### src/rtl/hcsr04_emulator.sv
// hcsr04_emulator
//   Responder side of the HC-SR04 ranging protocol. Watches the trig pulse
//   from the sensor-interface logic and answers with an echo pulse whose width
//   encodes a programmed target distance. This lets a bench or a switch bank
//   stand in for a real sensor with an object at a chosen range.
//
//   Sequence: IDLE -> TRIG (trig high) -> BURST -> ECHO (echo high) -> HOLDOFF
//   -> IDLE. Every state duration is an exact multiple of CLK_PER_US clocks.
//
// Ports
//   clk          system clock (CLK_PER_US cycles per microsecond)
//   reset        asynchronous, active-high reset
//   trig         trigger from the initiator, asynchronous to clk
//   echo_us      desired echo width in us, sampled on an accepted trig fall
//   target_valid 1 = object present, 0 = no object (maximum echo width)
//   echo         echo pulse, registered
//   busy         high from BURST entry to the end of HOLDOFF
//   trig_err     one-cycle pulse on a rejected runt trig
//
// Configuration
//   HCSR04_EMU_TRIG_CHECK_EN  when defined, trig pulses shorter than
//                             MIN_TRIG_US are rejected and flagged on
//                             trig_err. When undefined, any synchronized pulse
//                             is accepted and trig_err is constant 0.
module hcsr04_emulator #(
  parameter int CLK_PER_US     = 40,
  parameter int MIN_TRIG_US    = 10,
  parameter int BURST_DELAY_US = 460,
  parameter int NO_ECHO_US     = 38000,
  parameter int HOLDOFF_US     = 10000
) (
  input  logic        clk,
  input  logic        reset,
  input  logic        trig,
  input  logic [15:0] echo_us,
  input  logic        target_valid,
  output logic        echo,
  output logic        busy,
  output logic        trig_err
);

`ifdef HCSR04_EMU_TRIG_CHECK_EN
  localparam bit TRIG_CHECK = 1'b1;
`else
  localparam bit TRIG_CHECK = 1'b0;
`endif

  // With the check disabled the threshold is one cycle, which every pulse that
  // reaches TRIG already satisfies.
  localparam int MIN_CYC = TRIG_CHECK ? MIN_TRIG_US * CLK_PER_US : 1;
  localparam int WW      = $clog2(MIN_CYC + 1);
  localparam int PW      = (CLK_PER_US > 1) ? $clog2(CLK_PER_US) : 1;

  localparam logic [WW-1:0] MIN_W      = WW'(MIN_CYC);
  localparam logic [PW-1:0] PRE_LAST   = PW'(CLK_PER_US - 1);
  localparam logic [15:0]   BURST_LAST = 16'(BURST_DELAY_US - 1);
  localparam logic [15:0]   HOLD_LAST  = 16'(HOLDOFF_US - 1);
  localparam logic [15:0]   NO_ECHO    = 16'(NO_ECHO_US);

  typedef enum logic [2:0] {IDLE, TRIG, BURST, ECHO, HOLDOFF} state_t;

  state_t        state, nstate;
  logic          trig_m, trig_s, trig_d;
  logic [WW-1:0] wcnt;
  logic [PW-1:0] pre;
  logic [15:0]   ucnt;
  logic [15:0]   w_us;
  logic          trig_rise, us_tick, runt;
  logic          echo_d, busy_d;

  assign trig_rise = trig_s & ~trig_d;
  assign us_tick   = (pre == PRE_LAST);

  // State register, synchronizer, counters and registered outputs.
  always_ff @(posedge clk or posedge reset) begin
    if (reset) begin
      trig_m   <= 1'b0;
      trig_s   <= 1'b0;
      trig_d   <= 1'b0;
      state    <= IDLE;
      wcnt     <= '0;
      pre      <= '0;
      ucnt     <= '0;
      w_us     <= '0;
      echo     <= 1'b0;
      busy     <= 1'b0;
      trig_err <= 1'b0;
    end else begin
      trig_m   <= trig;
      trig_s   <= trig_m;
      trig_d   <= trig_s;
      state    <= nstate;
      echo     <= echo_d;
      busy     <= busy_d;
      trig_err <= TRIG_CHECK && runt;

      if (state == IDLE && trig_rise)
        wcnt <= WW'(1);
      else if (state == TRIG && trig_s && wcnt != '1)
        wcnt <= wcnt + 1'b1;

      // Restart the us timebase on every state change so durations are exact.
      if (nstate != state || nstate == IDLE || nstate == TRIG) begin
        pre  <= '0;
        ucnt <= '0;
      end else if (us_tick) begin
        pre  <= '0;
        ucnt <= ucnt + 16'd1;
      end else begin
        pre  <= pre + 1'b1;
      end

      // Out-of-range or absent targets collapse to the no-echo width here, so
      // ECHO only ever sees a width in 1..NO_ECHO_US.
      if (state == TRIG && nstate == BURST)
        w_us <= (!target_valid || echo_us == 16'd0 || echo_us > NO_ECHO) ?
                NO_ECHO : echo_us;
    end
  end

  // Next-state logic.
  always_comb begin
    nstate = state;
    runt   = 1'b0;
    case (state)
      IDLE:    if (trig_rise) nstate = TRIG;
      TRIG:    if (!trig_s) begin
                 if (wcnt >= MIN_W) nstate = BURST;
                 else begin
                   nstate = IDLE;
                   runt   = 1'b1;
                 end
               end
      BURST:   if (us_tick && ucnt == BURST_LAST)   nstate = ECHO;
      ECHO:    if (us_tick && ucnt == w_us - 16'd1) nstate = HOLDOFF;
      HOLDOFF: if (us_tick && ucnt == HOLD_LAST)    nstate = IDLE;
      default: nstate = IDLE;
    endcase
  end

  // Output decode from the next state; registered above so echo/busy change
  // on the same edge as the state.
  always_comb begin
    echo_d = (nstate == ECHO);
    busy_d = (nstate == BURST) || (nstate == ECHO) || (nstate == HOLDOFF);
  end

endmodule

### config.mk
export PLATFORM = sky130hd
export DESIGN_NAME = hcsr04_emulator
export DESIGN_NICKNAME = d
export VERILOG_FILES = /design/src/rtl/hcsr04_emulator.sv
export SDC_FILE = /design/constraint.sdc
export NUM_CORES = 1
export LEC_CHECK = 0
export CORE_MARGIN = 2
export CORE_UTILIZATION = 62
export CTS_CLUSTER_SIZE = 25
export DETAILED_ROUTE_END_ITERATION = 6
export GPL_TIMING_DRIVEN = 0
export PLACE_DENSITY_LB_ADDON = 0.3
export SKIP_CTS_REPAIR_TIMING = 1
export SYNTH_ARGS = -nofsm -noshare
export SYNTH_HDL_FRONTEND = slang
export SYNTH_SLANG_ARGS = --single-unit
### constraint.sdc
create_clock -name clk -period 7.15 [get_ports clk]
set_clock_uncertainty 0.2 [all_clocks]
set_input_delay 0.715 -clock clk [delete_from_list [all_inputs] [get_ports clk]]
set_output_delay 0.715 -clock clk [all_outputs]
set_load 0.005 [all_outputs]
==> results.json, run 1 <==
{
  "fin_crit_sh_pct": 44.7,
  "fp.coreArea_mm2": 0.00409,
  "synth_area_per_cell_um2": 9.80,
  "cts_made_buffers": 5,
  "io_buffer_count": 21,
  "start_util_pct": 65.7,
  "min_period_ns": 3.20,
  "required_ns": 7.11,
  "yosys-top-cells-count": "dfrtp_1, nor2_1, xnor2_1, nand2_1, xor2_1",
  "crit_fanout": 10,
  "yosysMostFrequentCell": "dfrtp_1",
  "area_growth_pct": 15.8,
  "synth_top_flop_cell": "dfrtp_1",
  "finalSetupViolCount": 0,
  "grt_pass1_vias": 2145,
  "fp.dieW_um": 69.8,
  "startpoint_type": "flip-flop",
  "cts.sinks": 47,
  "fin_hold_ws_ns": 0.178,
  "async_reset_ff_share_pct": 100,
  "drc": 0,
  "cts.path.max_buffers": 2,
  "power.total_mw": 1.01,
  "synth_top_area_share_pct": 43.8,
  "layout-drive-gt1-share_pct": 7.89,
  "min_path_type": "flip-flop to flip-flop",
  "grt_pass1_wl_um": 9980,
  "syn_area_mm2": 0.00269,
  "detail_route.wl_per_cell_um": 16.4,
  "htreeDepth": 2,
  "syn_inst": 274,
  "yosysTopAreaCell": "dfrtp_1",
  "yosysUniqueCellTypes": 49,
  "maxCapViolCount": 0,
  "fin_setup_tns_ns": 0,
  "synth_area_leaders": "dfrtp_1, xnor2_1, xor2_1",
  "cts_tree": "yes",
  "synth_edf_count": 0,
  "status": "finished, final reports clean",
  "arrival_ns": 3.16,
  "cts_root_buf": "clkbuf_8",
  "synth_warnings": 0,
  "vias_per_cell": 6.23,
  "power_density_mw_per_mm2": 326,
  "hpwl_um": 4230,
  "drt-pass1-iter-count": 4,
  "leakagePower_nw": 1.26,
  "grt_setup_unrepaired": "false",
  "hold_violations": 0,
  "vias": 2205,
  "antenna_found_initial": 0,
  "ios": 23,
  "drv_slew": 0,
  "path_class": "flip-flop to flip-flop",
  "track_usage_pct": 25.2,
  "grt_overflow": 0,
  "synth_seq_cells": 47,
  "endpoint_kind": "flip-flop",
  "gp_congestion": 0.873,
  "grt_max_degree": 45,
  "ir_worst_vdd_mv": 0.195,
  "worstSkewPairLatency_ns": 0.29,
  "nets": 326,
  "wl_um": 5810,
  "clk_pin_slew_ns": 0.09,
  "initialDrtViolationCount": 205,
  "syn_nets": 297,
  "antenna_left": 0,
  "chipHeight_um": 69.8,
  "post-route-util_pct": 76.1,
  "clock.fmax_ghz": 0.313,
  "antenna_cells": 0,
  "dieArea_mm2": 0.00488,
  "seq_area_frac_synth_pct": 43.8,
  "rows": 23
}
-- sequential cells by signal, indices dropped and copies added, names as in the netlist --
name,cells
ucnt,16
wcnt,1
state,3
echo,1
trig_m,1
pre,6
trig_d,1
busy,1
w_us,16
trig_s,1
-- per-layer routing --
metal  track usage, %  routed length (um)  part of all wire (%)  vias to the layer above
met5                0                   0                     0                        -
met4             7.48                  90                   1.5                        0
met3             5.09                 254                   4.4                        8
met2             42.4                2940                    51                       72
met1             32.9                2520                    43                     1071
li1                 -                   -                     -                     1054
-- where the power goes --
part           switching (mW)  total (mW)  leakage, nW  internal [mW]
Combinational           0.205       0.402        0.595          0.197
Clock                  0.0838       0.223       0.0654          0.140
Sequential             0.0695       0.389        0.602          0.320
-- cells by family (layout without fill, tap and decap cells) --
kind of cell | count (synthesis) | in the layout | share of synthesized area, %
compound gates | 45 | 45 | 13.3
xor+xnor | 39 | 39 | 13.3
buf+inv | 19 | 49 | 3.77
other cells | 1 | 1 | 0.140
flops | 47 | 47 | 43.8
simple gates | 120 | 120 | 24.3
fa+ha+maj | 3 | 3 | 1.40
-- area by class of cell --
type	count	area, um2
well taps	50	62.6
repair buffers	22	230
inverters	6	22.5
clock inverters	2	60.1
clock buffers	6	72.6
fillers	279	975
flip-flops and latches	47	1180
plain buffers	13	78.8
multi-input cells	208	1410
-- path summary, 6_finish.rpt --
path,startpoint,end,slack [ns],depth (start not counted)
setup / recovery,w_us[0],pre[0],3.95,10
hold / removal,trig_m,trig_s,0.18,0
setup reg to reg,w_us[0],pre[0],3.95,10
hold reg to reg,trig_m,trig_s,0.18,0
max in group asynchronous,reset,ucnt[7],5.92,3
min in group asynchronous,reset,trig_m,0.39,2
-- worst max-delay path, stage by stage (launching register included) --
cell and delay [ns]:
dfrtp_1 0.47, inv_1 0.09, ha_1 0.28, or3b_2 0.52
nor4_1 0.32, xnor2_1 0.13, a211oi_1 0.26, nand4_2 0.25
a31oi_4 0.31, buf_6 0.18, nor3_1 0.06
-- through the flow --
stage / instance area [um2] / setup slack (ns) / cells
floorplan: 2690 / 4.34 / 274
global placement: 2960 / 3.93 / 345
detailed placement: 2980 / 3.92 / 346
CTS: 3110 / 3.98 / 354
global route: 3110 / 3.75 / 354
finish: 3110 / 3.95 / 354
-- placed cells by master, fill, tap and decap left out, types with 2 or more instances in the layout --
cell type         n
ha_1              3
bufinv_16         2
o31ai_1           3
clkbuf_8          5
inv_1             5
clkbuf_1          9
buf_4             2
o22a_1            6
nand4_1           9
nor4_1            8
a2bb2oi_1         2
buf_6             3
nor4b_1           2
nand2b_1          3
and3_1            4
a21oi_1           6
dfrtp_1          47
or4_1             6
or2_2             2
xor2_1           16
nor2_1           31
nand3_1          14
nor3b_1           2
nor3_1           10
clkdlybuf4s50_1  21
nand2_1          17
nor2b_1           3
xnor2_1          22
o21ai_0           6
a22o_1           11
Power figures use the tool's default switching activity.
==> run 2, diff against run 1 <==
--- a/config.mk
+++ b/config.mk
@@ -6,7 +6,7 @@
 export NUM_CORES = 1
 export LEC_CHECK = 0
 export CORE_MARGIN = 2
-export CORE_UTILIZATION = 62
+export CORE_UTILIZATION = 58
 export CTS_CLUSTER_SIZE = 25
 export DETAILED_ROUTE_END_ITERATION = 6
 export GPL_TIMING_DRIVEN = 0
==> constraint.sdc (replaced) <==
create_clock -name clk -period 3 [get_ports clk]
set_clock_uncertainty 0.2 [all_clocks]
set_input_delay 0.3 -clock clk [delete_from_list [all_inputs] [get_ports clk]]
set_output_delay 0.3 -clock clk [all_outputs]
set_load 0.005 [all_outputs]
==> run 2 against run 1 <==
Critical path depth is 2 lower. Critical path type unchanged. Final cell count is 2.3% higher. Global-route usage is 1.8 points lower. Final area is 3.2% higher. Die area is 6.5% higher. Non-clock buffer count is 6 higher.
==> results.json, run 2 (synthesis results as in run 1) <==
{
  "pre_cts_ws_ns": -0.158,
  "antenna_cells": 0,
  "drt-pass1-iter-count": 4,
  "gp_congestion": 0.919,
  "drv_slew": 0,
  "io_buffer_count": 21,
  "ir_worst_vdd_mv": 0.518,
  "path_class": "flip-flop to flip-flop",
  "grt_pass1_wl_um": 9510,
  "dieArea_mm2": 0.00519,
  "area_growth_pct": 19.5,
  "worstSkewPairLatency_ns": 0.30,
  "arrival_ns": 2.92,
  "crit_buf_inv": 1,
  "dp.cells": 348,
  "wl_um": 5990,
  "grt_overflow": 0,
  "regArea_mm2": 0.00118,
  "hpwl_um": 4200,
  "rows": 24,
  "vias_per_cell": 6.06,
  "fin_hold_ws_ns": 0.145,
  "cp_top_family": "simple AND/OR/NAND/NOR gates",
  "initialDrtViolationCount": 168,
  "cts.sinks": 47,
  "start_util_pct": 60.9,
  "final_common_cell": "dfrtp_1",
  "finalSetupViolCount": 0,
  "clk_pin_slew_ns": 0.08,
  "antenna_left": 0,
  "max_stage_delay_ns": 0.52,
  "grt_pass1_vias": 2061,
  "tightest_slew_ns": 0.560,
  "clock.fmax_ghz": 0.342,
  "cts_made_buffers": 5,
  "maxCapViolCount": 0,
  "startpoint_type": "flip-flop",
  "power_density_mw_per_mm2": 777,
  "fp.dieW_um": 72.1,
  "cpMaxStageDelayCell": "or4_4",
  "cts_tree": "yes",
  "antenna_found_initial": 0,
  "endpoint_kind": "flip-flop",
  "status": "finished, final reports clean",
  "leakagePower_nw": 1.29,
  "cts.path.max_buffers": 2,
  "crit_fanout": 5,
  "detail_route.wl_per_cell_um": 16.5,
  "htreeDepth": 2,
  "multi_input_area_mm2": 0.00147,
  "layout-drive-gt1-share_pct": 13.2,
  "final_cell_mix": "dfrtp_1, nor2_1, xnor2_1, clkdlybuf4s50_1, nand2_1",
  "top_regs": "ucnt x16, w_us x16, pre x6",
  "required_ns": 2.99,
  "hold_violations": 0,
  "drc": 0,
  "nets": 332,
  "fin_crit_sh_pct": 97.6,
  "slew_headroom_pct": 62.7,
  "vias": 2194,
  "crit_chain": "nor4_4 -> nand4_1 -> or4_4 -> a2111oi_4 -> nand4_2 -> a31oi_4 -> buf_4 -> nor2_1",
  "track_usage_pct": 23.4,
  "min_period_ns": 2.93,
  "fp.coreArea_mm2": 0.00441,
  "grt_max_degree": 27,
  "layout_setup_ws_ns": 0.0722,
  "post-route-util_pct": 72.7,
  "chipHeight_um": 72.1,
  "ios": 23,
  "min_path_type": "primary input to asynchronous set/reset pin",
  "fillers": 320,
  "cts_root_buf": "clkbuf_8",
  "instances_no_fill": 362
}
==> run 2: cell count changes in the layout (fill, tap and decap cells not counted), sizes merged <==
cell and change:
bufinv -1, buf +6, clkinv +1
==> run 2: final timing paths <==
check | to | slack [ns] | start | depth (start not counted)
max | ucnt[9] | 0.07 | w_us[10] | 8
min | pre[0] | 0.15 | reset | 2
max reg2reg | ucnt[9] | 0.07 | w_us[10] | 8
min reg2reg | trig_s | 0.16 | trig_m | 0
max in group asynchronous | w_us[1] | 1.94 | reset | 3
min in group clk | trig_s | 0.16 | trig_m | 0
==> run 2: final cells by class <==
type,instances,share of cell area [%]
Buffer,13,2.57
Clock buffer,6,2.57
Clock inverter,2,1.09
Inverter,6,0.701
Multi-Input combinational cell,208,45.8
Sequential cell,47,36.7
Tap cell,52,2.03
Timing Repair Buffer,28,8.57
==> run 2: worst register-to-register path, stage by stage (launching register included) <==
cell,delay (ns)
dfrtp_1,0.48
nor4_4,0.37
nand4_1,0.17
or4_4,0.52
a2111oi_4,0.33
nand4_2,0.23
a31oi_4,0.29
buf_4,0.20
nor2_1,0.05
==> run 2: power breakdown <==
part           switching, mW  internal (mW)  total (mW)
clock                  0.203          0.270       0.473
combinational          0.518          0.559        1.08
sequential             0.180          0.764       0.945
==> run 2: routing by layer <==
layer	global-route usage (%)	routed length, um	vias up	part of all wire [%]
met5	0	0	-	0
met4	6.50	53	0	0.88
met1	32.9	2760	1087	46
met3	4.17	268	6	4.5
li1	-	-	1058	-
met2	37.8	2910	43	49
==> run 2: stage by stage <==
step,power [mW],cell area (um2),TNS (ns)
2_1_floorplan,1.62,2690,0
3_3_place_gp,1.83,2960,-1.47
3_5_place_dp,1.86,2980,-2.56
4_1_cts,2.33,3100,-2.91
5_1_grt,2.65,3210,-0.0848
6_report,2.49,3210,0
==> run 3, diff against run 2 <==
--- a/config.mk
+++ b/config.mk
@@ -5,8 +5,8 @@
 export SDC_FILE = /design/constraint.sdc
 export NUM_CORES = 1
 export LEC_CHECK = 0
-export CORE_MARGIN = 2
-export CORE_UTILIZATION = 58
+export CORE_MARGIN = 1
+export CORE_UTILIZATION = 40
 export CTS_CLUSTER_SIZE = 25
 export DETAILED_ROUTE_END_ITERATION = 6
 export GPL_TIMING_DRIVEN = 0
@@ -15,3 +15,4 @@
 export SYNTH_ARGS = -nofsm -noshare
 export SYNTH_HDL_FRONTEND = slang
 export SYNTH_SLANG_ARGS = --single-unit
+export TNS_END_PERCENT = 100
==> run 3 against run 2 <==
The flow now finishes with violations (design-rule violations, negative setup slack). Combinational power hardly changed. Wire length is 1.7% higher. Maximum frequency is 2.4% lower. Clock-buffer cell count stayed put. Highest routed layer unchanged.
==> results.json, run 3 (synthesis results as in run 1) <==
{
  "grt_overflow": 0,
  "tightest_slew_ns": 0.543,
  "clk_pin_slew_ns": 0.09,
  "rows": 29,
  "grt_pass1_vias": 1999,
  "wl_met2_um": 2790,
  "fp.dieW_um": 84.0,
  "slew_headroom_pct": 63.6,
  "hpwl_um": 4320,
  "chipHeight_um": 84.0,
  "grt_pass1_wl_um": 9750,
  "multi_input_area_mm2": 0.00149,
  "vias": 2185,
  "drt-met1-wl_um": 3070,
  "fp.coreArea_mm2": 0.00642,
  "cts.path.max_buffers": 2,
  "layout_setup_ws_ns": -0.000456,
  "grt_setup_unrepaired": "true",
  "max_stage_delay_ns": 0.57,
  "pwr-share-seq_pct": 38.7,
  "final_common_cell": "dfrtp_1",
  "io_buffer_count": 21,
  "p_int_mw": 1.50,
  "path_class": "flip-flop to flip-flop",
  "min_path_type": "primary input to asynchronous set/reset pin",
  "highest_layer": "met4",
  "grt_max_degree": 26,
  "gp_congestion": 0.910,
  "combPwrFrac_pct": 45.4,
  "violations": "design-rule violations, negative setup slack",
  "dieArea_mm2": 0.00705,
  "cts_root_buf": "clkbuf_8",
  "min_period_ns": 3.00,
  "htreeDepth": 2,
  "area_growth_pct": 21.1,
  "pre_cts_ws_ns": -0.181,
  "cpMaxStageDelayCell": "or4_4",
  "p_clk_share_pct": 16.0,
  "top_regs": "ucnt x16, w_us x16, pre x6",
  "drv_slew": 0,
  "drc": 2,
  "status": "complete, but fails checks",
  "wl_um": 6090,
  "cts.sinks": 47,
  "clock.fmax_ghz": 0.333,
  "maxCapViolCount": 0,
  "ios": 23,
  "initialDrtViolationCount": 110,
  "nets": 334,
  "antenna_found_initial": 0,
  "hold_violations": 0,
  "arrival_ns": 2.98,
  "crit_path_frequent_cell": "buf_6",
  "cts_made_buffers": 5,
  "antenna_left": 0,
  "layout-drive-gt1-share_pct": 15.4,
  "route.met3.wl_um": 176,
  "track_usage_pct": 17.5,
  "detail_route.wl_per_cell_um": 15.7,
  "cp_top_family": "simple AND/OR/NAND/NOR gates",
  "swShare_pct": 38.7,
  "required_ns": 2.98,
  "start_util_pct": 41.8,
  "fin_crit_sh_pct": 100,
  "worstSkewPairLatency_ns": 0.31,
  "fillers": 582,
  "regArea_mm2": 0.00118,
  "antenna_cells": 0,
  "drt-pass1-iter-count": 6,
  "endpoint_kind": "flip-flop",
  "ir_worst_vdd_mv": 0.586,
  "crit_buf_inv": 2,
  "startpoint_type": "flip-flop",
  "finalSetupViolCount": 1,
  "switchingPower_mw": 0.948,
  "final_cell_mix": "dfrtp_1, nor2_1, xnor2_1, clkdlybuf4s50_1, nand2_1",
  "fin_setup_tns_ns": -0.000456,
  "power_density_mw_per_mm2": 752,
  "crit_chain": "buf_6 -> nor4_4 -> nand4_1 -> or4_4 -> a2111oi_4 -> nand4_2 -> a31oi_4 -> buf_6 -> nor3_1",
  "crit_fanout": 5,
  "cts_tree": "yes",
  "leakagePower_nw": 1.28,
  "vias_per_cell": 5.62
}
-- run 3: path summary, 6_finish.rpt --
kind / from / end / slack (ns) / depth (start not counted)
setup / recovery: w_us[3] / pre[0] / -0.0005 / 9
hold / removal: reset / pre[5] / 0.14 / 2
setup reg to reg: w_us[3] / pre[0] / -0.0005 / 9
hold reg to reg: trig_m / trig_s / 0.16 / 0
max in group asynchronous: reset / w_us[0] / 1.94 / 3
min in group clk: trig_m / trig_s / 0.16 / 0
-- run 3: power by group through the flow --
stage          combinational (mW)  sequential (mW)  clock (mW)
6_report                     1.11            0.946       0.391
4_1_cts                     0.933            0.925       0.402
5_1_grt                      1.21            0.965       0.435
3_5_place_dp                0.930            0.936           0
3_3_place_gp                0.913            0.935           0
2_1_floorplan               0.726            0.894           0
-- run 3: per-stage QoR --
stage | power [mW] | area (um2) | hold slack (ns) | util (%) | instances
after floorplan | 1.62 | 2690 | 0.131 | - | 274
after global placement | 1.85 | 2990 | 0.134 | 46.6 | 372
after detailed placement | 1.87 | 3010 | 0.147 | 46.9 | 373
after CTS | 2.26 | 3100 | 0.149 | 48.3 | 381
after global routing | 2.61 | 3250 | 0.169 | 50.7 | 389
final | 2.45 | 3250 | 0.137 | 50.7 | 389
-- run 3: metal layers --
metal	up-vias	track usage [%]
li1	1065	-
met1	1079	25.3
met2	34	27.0
met3	7	3.56
met4	0	3.76
met5	-	0
-- run 3: final cells by class --
type,count,share of cell area [%]
multi-input combinational,208,45.8
inverter,6,0.692
clock inverter,2,0.500
sequential,47,36.2
tap,77,2.96
buffer,13,2.54
clock buffer,6,2.23
timing repair buffer,30,9.04
